## config.mk

```make
export PLATFORM = sky130hd
export DESIGN_NAME = csr_address_router
export DESIGN_NICKNAME = d
export VERILOG_FILES = /design/src/rtl/csr_router_pkg.sv /design/src/rtl/csr_timeout_counter.sv /design/src/rtl/csr_address_router.sv
export SDC_FILE = /design/constraint.sdc
export NUM_CORES = 1
export LEC_CHECK = 0
export ABC_AREA = 1
export CORE_MARGIN = 3
export CORE_UTILIZATION = 48
export CTS_BUF_LIST = sky130_fd_sc_hd__clkbuf_4
export DETAILED_ROUTE_END_ITERATION = 6
export PLACE_DENSITY_LB_ADDON = 0.3
export SKIP_LAST_GASP = 1
export SLEW_MARGIN = 5
export SYNTH_ARGS = -nofsm -noshare
export SYNTH_HDL_FRONTEND = slang
export SYNTH_HIERARCHICAL = 1
export SYNTH_SLANG_ARGS = --single-unit
```

## constraint.sdc

```tcl
create_clock -name csr_clk_clk -period 7.2 [get_ports csr_clk_clk]
set_clock_uncertainty 0.05 [all_clocks]
set_input_delay 1.8 -clock csr_clk_clk [delete_from_list [all_inputs] [get_ports csr_clk_clk]]
set_output_delay 1.8 -clock csr_clk_clk [all_outputs]
set_load 0.03 [all_outputs]
```

## src/rtl/csr_router_pkg.sv

```systemverilog
`default_nettype none
// ============================================================================
// Module      : csr_router_pkg
// Description : Shared types and constants for the CSR address router:
//               FSM state encoding, error response words and the port-index
//               width helper.
// Revision    : 1.0 - initial release
// ============================================================================
package csr_router_pkg;

  // Router transaction phases
  typedef enum logic [1:0] {
    IDLE  = 2'd0,
    ISSUE = 2'd1,
    DONE  = 2'd2
  } state_e;

  // Read data returned when the port index does not map to a port
  localparam logic [31:0] RESP_BADADD  = 32'hBADADD00;
  // Read data returned when a downstream port never releases waitrequest
  localparam logic [31:0] RESP_TIMEOUT = 32'hDEADC0DE;

  // Width of the port-index field; a single port still uses one bit
  function automatic int idx_w(input int n);
    return (n <= 1) ? 1 : $clog2(n);
  endfunction

endpackage
`default_nettype wire

```

## src/rtl/csr_timeout_counter.sv

```systemverilog
`default_nettype none
// ============================================================================
// Module      : csr_timeout_counter
// Description : Stall watchdog. load clears the count, enable advances it,
//               expire flags the final allowed stalled cycle.
// Revision    : 1.0 - initial release
// ============================================================================
module csr_timeout_counter #(
  parameter int TIMEOUT = 1024
) (
  input  logic clk_i,
  input  logic rst_i,
  input  logic load_i,
  input  logic en_i,
  output logic expire_o
);

  localparam int              CNT_W = (TIMEOUT > 1) ? $clog2(TIMEOUT) : 1;
  localparam logic [CNT_W-1:0] LAST = CNT_W'(TIMEOUT - 1);

  logic [CNT_W-1:0] cnt_q;

  // Count stalled cycles since the last load, holding at the final value
  always_ff @(posedge clk_i or posedge rst_i) begin
    if (rst_i) begin
      cnt_q <= '0;
    end else if (load_i) begin
      cnt_q <= '0;
    end else if (en_i && (cnt_q != LAST)) begin
      cnt_q <= cnt_q + 1'b1;
    end
  end

  // The TIMEOUT-th stalled cycle is the last one the strobe is held for
  assign expire_o = en_i && (cnt_q == LAST);

endmodule
`default_nettype wire

```

## src/rtl/csr_address_router.sv

```systemverilog
`default_nettype none
// ============================================================================
// Module      : csr_address_router
// Description : Single-outstanding Avalon-MM CSR router. Decodes the upstream
//               word address into a port index and a port-local address,
//               forwards one command at a time, and reports decode, protocol
//               and timeout errors through sticky flags.
// Revision    : 1.0 - initial release
// ============================================================================
module csr_address_router
  import csr_router_pkg::*;
#(
  parameter int NUM_PORTS    = 3,
  parameter int PORT_ADDR_W  = 11,
  parameter int SLAVE_ADDR_W = 16,
  parameter int TIMEOUT      = 1024
) (
  input  logic                             csr_clk_clk,
  input  logic                             csr_clk_reset_reset,
  input  logic [SLAVE_ADDR_W-1:0]          slave_address,
  input  logic                             slave_read,
  input  logic                             slave_write,
  input  logic [31:0]                      slave_writedata,
  output logic [31:0]                      slave_readdata,
  output logic                             slave_waitrequest,
  output logic [NUM_PORTS*PORT_ADDR_W-1:0] m_address,
  output logic [NUM_PORTS-1:0]             m_read,
  output logic [NUM_PORTS-1:0]             m_write,
  output logic [31:0]                      m_writedata,
  input  logic [NUM_PORTS*32-1:0]          m_readdata,
  input  logic [NUM_PORTS-1:0]             m_waitrequest,
  input  logic                             err_clear,
  output logic                             err_timeout,
  output logic                             err_decode,
  output logic                             err_proto,
  output logic [7:0]                       timeout_count
);

  localparam int IDX_W = idx_w(NUM_PORTS);

  state_e               state_q, state_d;
  logic [IDX_W-1:0]     idx_q;
  logic                 write_q;
  logic [NUM_PORTS-1:0] m_read_q, m_write_q;
  logic [31:0]          m_writedata_q;
  logic [31:0]          rdata_q;
  logic                 wait_q;
  logic                 err_timeout_q, err_decode_q, err_proto_q;
  logic [7:0]           tcount_q;

  logic [IDX_W-1:0]     w_idx;
  logic                 w_dec_ok;
  logic                 w_cmd;
  logic                 w_accept;
  logic                 w_stall;
  logic                 w_ack;
  logic                 w_expire;
  logic                 w_timeout;
  logic [NUM_PORTS-1:0] w_onehot;
  logic [31:0]          w_rdata_sel;
  logic                 w_unused_addr;

  assign w_idx    = slave_address[PORT_ADDR_W +: IDX_W];
  assign w_dec_ok = (int'(w_idx) < NUM_PORTS);
  assign w_cmd    = slave_read | slave_write;
  assign w_accept = (state_q == IDLE) && w_cmd;
  assign w_ack    = (state_q == ISSUE) && !w_stall;
  assign w_timeout = w_expire;

  // Address bits above the port index are deliberately ignored
  assign w_unused_addr = &{1'b0, slave_address};

  // Port-select decode for the incoming index and mux for the latched index
  always_comb begin
    w_onehot    = '0;
    w_rdata_sel = '0;
    w_stall     = 1'b0;
    for (int k = 0; k < NUM_PORTS; k++) begin
      w_onehot[k] = (w_idx == IDX_W'(k));
      if (idx_q == IDX_W'(k)) begin
        w_rdata_sel = m_readdata[k*32 +: 32];
        w_stall     = m_waitrequest[k];
      end
    end
  end

  csr_timeout_counter #(
    .TIMEOUT (TIMEOUT)
  ) u_timeout (
    .clk_i    (csr_clk_clk),
    .rst_i    (csr_clk_reset_reset),
    .load_i   (w_accept),
    .en_i     ((state_q == ISSUE) && w_stall),
    .expire_o (w_expire)
  );

  // State register
  always_ff @(posedge csr_clk_clk or posedge csr_clk_reset_reset) begin
    if (csr_clk_reset_reset) begin
      state_q <= IDLE;
    end else begin
      state_q <= state_d;
    end
  end

  // Next-state logic; unmapped indices skip straight to the response phase
  always_comb begin
    state_d = state_q;
    case (state_q)
      IDLE:    if (w_cmd) state_d = w_dec_ok ? ISSUE : DONE;
      ISSUE:   if (w_ack || w_timeout) state_d = DONE;
      DONE:    state_d = IDLE;
      default: state_d = IDLE;
    endcase
  end

  // Transaction datapath: latch command, drive strobes, capture response
  always_ff @(posedge csr_clk_clk or posedge csr_clk_reset_reset) begin
    if (csr_clk_reset_reset) begin
      idx_q         <= '0;
      write_q       <= 1'b0;
      m_read_q      <= '0;
      m_write_q     <= '0;
      m_writedata_q <= '0;
      rdata_q       <= '0;
      wait_q        <= 1'b1;
    end else begin
      case (state_q)
        IDLE: begin
          if (w_cmd) begin
            idx_q   <= w_idx;
            // A simultaneous read and write is resolved as a write
            write_q <= slave_write;
            if (w_dec_ok) begin
              m_read_q  <= slave_write ? '0 : w_onehot;
              m_write_q <= slave_write ? w_onehot : '0;
              if (slave_write) begin
                m_writedata_q <= slave_writedata;
              end
            end else begin
              wait_q  <= 1'b0;
              rdata_q <= slave_write ? 32'h0 : RESP_BADADD;
            end
          end
        end
        ISSUE: begin
          if (w_ack) begin
            m_read_q  <= '0;
            m_write_q <= '0;
            wait_q    <= 1'b0;
            rdata_q   <= write_q ? 32'h0 : w_rdata_sel;
          end else if (w_timeout) begin
            m_read_q  <= '0;
            m_write_q <= '0;
            wait_q    <= 1'b0;
            rdata_q   <= RESP_TIMEOUT;
          end
        end
        DONE: begin
          wait_q <= 1'b1;
        end
        default: begin
          m_read_q  <= '0;
          m_write_q <= '0;
          wait_q    <= 1'b1;
        end
      endcase
    end
  end

  // Sticky error flags and saturating timeout counter; clear wins over set
  always_ff @(posedge csr_clk_clk or posedge csr_clk_reset_reset) begin
    if (csr_clk_reset_reset) begin
      err_timeout_q <= 1'b0;
      err_decode_q  <= 1'b0;
      err_proto_q   <= 1'b0;
      tcount_q      <= '0;
    end else if (err_clear) begin
      err_timeout_q <= 1'b0;
      err_decode_q  <= 1'b0;
      err_proto_q   <= 1'b0;
      tcount_q      <= '0;
    end else begin
      if (w_accept && !w_dec_ok) begin
        err_decode_q <= 1'b1;
      end
      if (w_accept && slave_read && slave_write) begin
        err_proto_q <= 1'b1;
      end
      if (w_timeout) begin
        err_timeout_q <= 1'b1;
        if (tcount_q != 8'hFF) begin
          tcount_q <= tcount_q + 8'd1;
        end
      end
    end
  end

  // Per-port address registers hold their last target address between accesses
  for (genvar k = 0; k < NUM_PORTS; k++) begin : g_port
    logic [PORT_ADDR_W-1:0] addr_q;

    // Capture the port-local address only when this port is the accepted target
    always_ff @(posedge csr_clk_clk or posedge csr_clk_reset_reset) begin
      if (csr_clk_reset_reset) begin
        addr_q <= '0;
      end else if (w_accept && w_dec_ok && w_onehot[k]) begin
        addr_q <= slave_address[PORT_ADDR_W-1:0];
      end
    end

    assign m_address[k*PORT_ADDR_W +: PORT_ADDR_W] = addr_q;
  end

  assign m_read            = m_read_q;
  assign m_write           = m_write_q;
  assign m_writedata       = m_writedata_q;
  assign slave_readdata    = rdata_q;
  assign slave_waitrequest = wait_q;
  assign err_timeout       = err_timeout_q;
  assign err_decode        = err_decode_q;
  assign err_proto         = err_proto_q;
  assign timeout_count     = tcount_q;

endmodule
`default_nettype wire

```

; Yosys cells after proc, flatten, opt, wreduce, memory -nomap -nowiden
; Index checks and enable logic that the tools add are counted.
[totals]
regBits = 130
output_inout_bits = 115
wordCells = 109
input_bits = 152
[classes]
n_reduce_logical = 31
eq_ne = 14
bitwise = 2
add_sub_neg = 2
muxes = 43
order_cmp = 1
[op_table]
columns = operator, count
row1 = 2-to-1 mux 32 bit, 9
row2 = one-hot mux 32 bit (2 select lines), 1
row3 = 2-to-1 mux 3 bit, 8
row4 = 2-to-1 mux 8 bit, 3
row5 = 2-to-1 mux 10 bit, 2
row6 = one-hot mux 3 bit (3 select lines), 2
row7 = 2-to-1 mux 1 bit, 13
row8 = logical AND 1 bit, 12
row9 = AND reduction 4 bit, 3
row10 = nonzero test 2 bit, 6
row11 = "adder 10 x 1 -> 10 bit, second input constant", 1
row12 = "equality test 10 bit, second input constant", 1
row13 = "inequality test 10 bit, second input constant", 1
row14 = "adder 8 x 1 -> 8 bit, second input constant", 1
row15 = "inequality test 8 bit, second input constant", 1
row16 = "equality test 2 x 1 -> 1 bit, second input constant", 3
row17 = "equality test 2 bit, second input constant", 3
row18 = zero test 2 bit, 3
row19 = 2-to-1 mux 2 bit, 3
row20 = "inequality test 2 bit, second input constant", 3
row21 = AND reduction 2 bit, 3
row22 = one-hot mux 2 bit (2 select lines), 1
row23 = "inequality test 3 bit, second input constant", 1
row24 = AND reduction 3 bit, 1
row25 = other kinds (7), 8

; Depth between registers and ports, before layout
[logic_depth]
depth_word = 9
mapped_depth = 15
mapped_depth_nobuf = 13

; Cells and area by module
; The synthesis kept the hierarchy.
[modules_own_cells]
columns = module, seq_area_each_um2, n_inst, cells_per_inst, area_per_inst_um2
row1 = csr_address_router, 3004.1, 1, 732, 5591.6
row2 = csr_timeout_counter, 250.2, 1, 104, 665.6

; Worst setup path after synthesis
; No wires, ideal clock.
[synth_path]
path_type = input port to flip-flop
startpoint = input port m_waitrequest[1]
endpoint = register rdata_q[11] (netlist: slave_readdata[11])
slack_ns = 3.741
n_path_buf = 2
t_required_ns = 7.085
setup_ns = 0.065
cell_stages = 14
t_arrival_ns = 3.344
path_cell_list = nand3_1 > nand3_1 > nand2_1 > clkbuf_1 > inv_1 > inv_1 > nor3_1 > inv_1 > nand3_2 > nand2_2 > nor2_4 > buf_4 > nand2_1 > nand2_1
[synth_via]
elab_chain_cells = 6
elab_cells_between_ends = 10
cone_classes = eq/ne: 1 / mux: 4 / reduce/logical: 5
[synth_rtl]
columns = item, line
row1 = start: declaration, csr_address_router.sv:31  ; input logic [NUM_PORTS-1:0] m_waitrequest,
row2 = 2-to-1 mux 1 bit (2 in a row), csr_address_router.sv:80  ; if (idx_q == IDX_W'(k)) begin
row3 = logical AND 1 bit, csr_address_router.sv:93  ; .en_i ((state_q == ISSUE) && w_stall),
row4 = logical AND 1 bit, csr_timeout_counter.sv:35  ; assign expire_o = en_i && (cnt_q == LAST);
row5 = via w_expire, csr_address_router.sv:57  ; logic w_expire;
row6 = inequality test 3 bit (no source line), -
row7 = AND reduction 4 bit (no source line), -
row8 = end signal: assignment, csr_address_router.sv:142  ; rdata_q <= slave_write ? 32'h0 : RESP_BADADD;
row9 = end signal: assignment, csr_address_router.sv:151  ; rdata_q <= write_q ? 32'h0 : w_rdata_sel;
row10 = end: declaration, csr_address_router.sv:46  ; logic [31:0] rdata_q;
; The timed path passes the listed nets, and every way through them passes these cells.
; A chain may end at the register's enable or synchronous reset.

; Final worst setup path
[layout_path]
startpoint = input port m_waitrequest[2]
endpoint = register rdata_q[23] (netlist: slave_readdata[23])
[layout_via]
elab_chain_cells = 5
elab_cells_between_ends = 9
cone_classes = eq/ne: 1 / mux: 3 / reduce/logical: 5
[layout_rtl]
columns = item, line
row1 = 2-to-1 mux 1 bit, csr_address_router.sv:80
row2 = logical AND 1 bit, csr_address_router.sv:93
row3 = logical AND 1 bit, csr_timeout_counter.sv:35
row4 = via w_expire, csr_address_router.sv:57
row5 = inequality test 3 bit (no source line), -
row6 = AND reduction 4 bit (no source line), -
; The timed path passes the listed nets, and every way through them passes these cells.

==> results.ini <==
[drt]
first_pass_iters = 5
viasPerCell = 5.00
antenna_left = 0
drc = 0
dr.first_iter.drc_count = 568
totalWireLength_um = 18500
routedWlPerCell_um = 14.6
routed-via-count = 6349

[yosys]
post-synth-top-count-cell = nand2_1
synth-compound-area-share_pct = 4.84
yosys_warnings = 6
synthFlopType = dfrtp_1
avgSynthCellArea_sq_um = 7.48
synth-seq-area-share_pct = 52.0
netlist_instances = 836
synth_simple_gate_area_share_pct = 37.0
synthAdderAreaFrac_pct = 0.400
synth-xor-area-share_pct = 0.280
synth.top_cell.area_share_pct = 51.6
synth_edf_count = 0
synth_mux_area_share_pct = 0
syn-num-nets = 990
syn_area_sq_um = 6260
synth_area_leaders = dfrtp_1 52%, nand2_1 25%, nand3_1 7.9%
synth_top_family_by_area = simple AND/OR/NAND/NOR gates
ys_types = 30
synth_area_leader_cell = dfrtp_1
netlist_top_cells_count = 416 x nand2_1, 129 x dfrtp_1, 99 x nand3_1
synth_async_sr_flop_share_pct = 100
ys_seq_elements = 130

[floorplanning]
fp.dieArea_sq_um = 14400
die_y_um = 120
rows = 41
die_width_um = 120
start_util_pct = 49.4
coreArea_sq_um = 12700
num_io_pins = 267

[sta]
rsz0062_at_grt = false
worstMarginPinSlew_ns = 1.05
setup_violations = 0
slew_viol_final = 0
fmax_ghz = 0.221
slew_headroom_pct = 29.8
setup_tns_ns = 0
final_hold_viol_count = 0
period_needed_ns = 4.52
fin_crit_sh_pct = 62.8

[status]
outcome = finished, final reports clean

[global_route]
antenna_found_initial = 0
grt_pass1_vias = 6023
grt_pass1_wl_um = 29900
grtUsageTotal_pct = 25.5
grt_overflow = 0
grt_max_degree = 80

[clock_network]
root_buffer = clkbuf_4
postCtsSetupBuffers = 0
cts_made_buffers = 17
cts_num_sinks = 130
clockBufferDepth = 2
cts.htree.levels = 4
hold_buffers = 0
cts_tree = done
cts_resized = 0
clk_pin_slew_ns = 0.10
worstSkewPairLatency_ns = 0.51

[job]
maxCapViolCount = 0

[min_path]
holdPathStages = 2
hp-class = reg2reg

[pwr]
max-vdd-ir-drop_uv = 274
p_per_area_nw_per_um2 = 384
power.leakage_nw = 4.47

[layout]
fin_cells = 1271
areaGrowthSynthToFinish_pct = 46.8
diodes = 0
final_nets = 1240
layout-drive-gt1-share_pct = 5.19

[worst_setup_path]
cp-start-kind = input pin
required_ns = 7.54
cp.arrival_ns = 4.86
path_class = in2reg
crit_fanout = 33
endpoint_kind = flop
reg2regPathDepth = 13

[placement]
place_congestion = 0.838
hpwl_um = 13500
io_buffer_count = 263
dp_cells = 1239

## kinds of logic (layout without fill, tap and decap cells)
family	count (synthesis)	count (layout)
fa+ha+maj	2	2
simple gates	565	565
flops	130	130
compound gates	58	58
xor+xnor	2	2
buf+inv	79	342
## worst max-delay path, stage by stage
cell             delay, ns
clkdlybuf4s50_1       0.48
nand3_1               0.08
nand3_1               0.16
nand2_1               0.47
inv_1                 0.24
inv_1                 0.07
nor3_1                0.43
inv_1                 0.12
nand3_2               0.13
nand3_2               0.55
nand2_1               0.24
nand2_1               0.08
## registers in the layout, indices dropped and copies added, names as in the netlist, 2 cells and up
register / flops
state_q: 2
g_port.addr_q: 33
m_write: 3
u_timeout/cnt_q: 10
idx_q: 2
timeout_count: 8
m_writedata: 32
slave_readdata: 32
m_read: 3
## per-stage QoR
stage	total power [W]	hold WS, ns	util, %	instance area, sq um	setup slack, ns
final	0.00353	0.428	72.5	9190	2.68
after global routing	0.00378	0.448	72.5	9190	2.41
after CTS	0.00357	0.433	72.5	9190	2.75
after detailed placement	0.00315	0.408	70.7	8960	2.19
after global placement	0.00311	0.402	70.7	8960	2.21
after floorplan	0.00235	0.404	-	6260	2.17
## where the power goes
part	total [W]	switching, W	internal, W	leakage, nW
Combinational	0.00198	0.00124	0.000737	2.67
Sequential	0.00115	0.000153	0.000999	1.67
Clock	0.000405	0.000258	0.000148	0.130
Total	0.00353	0.00165	0.00188	4.47
## worst paths after layout
check | startpoint | end | slack (ns)
worst max-delay path | m_waitrequest[2] | slave_readdata[23] | 2.68
min in group asynchronous | csr_clk_reset_reset | u_timeout/cnt_q[8] | 1.62
worst min-delay path | m_writedata[26] | m_writedata[26] | 0.43
max in group asynchronous | csr_clk_reset_reset | slave_waitrequest | 4.12
worst max register to register | idx_q[1] | slave_readdata[23] | 3.52
worst min register to register | m_writedata[26] | m_writedata[26] | 0.43
## placed cells by master (no fill, tap or decap), types with 2 or more instances in the layout
master           Yosys  routed
nand2_1            416     416
nand3_1             99      99
ha_1                 2       2
nor2_1              31      29
nand3_2              2       2
clkbuf_4             0      21
a21oi_1              6       6
buf_4                2       5
nor2_4               3       3
nor3_1               2       2
nor2_2               5       7
inv_1               40      39
dfrtp_1            129     129
clkinv_4             0       2
o21ai_0             47      47
clkdlybuf4s50_1      0     263
clkinv_2             0       6
clkinv_1             1       2
clkinvlp_4           0       2
nand2_2              4       4
## per-layer routing
layer,vias up,track usage (%),wire [um]
met1,3000,32.5,7640
met3,26,6.03,1190
li1,3126,-,-
met4,0,8.80,353
met2,197,43.0,9350
met5,-,0,0
## cell type report
class | instances | area (sq um)
Fill cell | 1023 | 3480
Clock buffer | 21 | 158
Inverter | 42 | 160
Tap cell | 172 | 215
Clock inverter | 11 | 66.3
Sequential cell | 130 | 3250
Multi-Input combinational cell | 627 | 2660
Timing Repair Buffer | 268 | 2670
No activity file was read; power rests on OpenSTA's default activity.
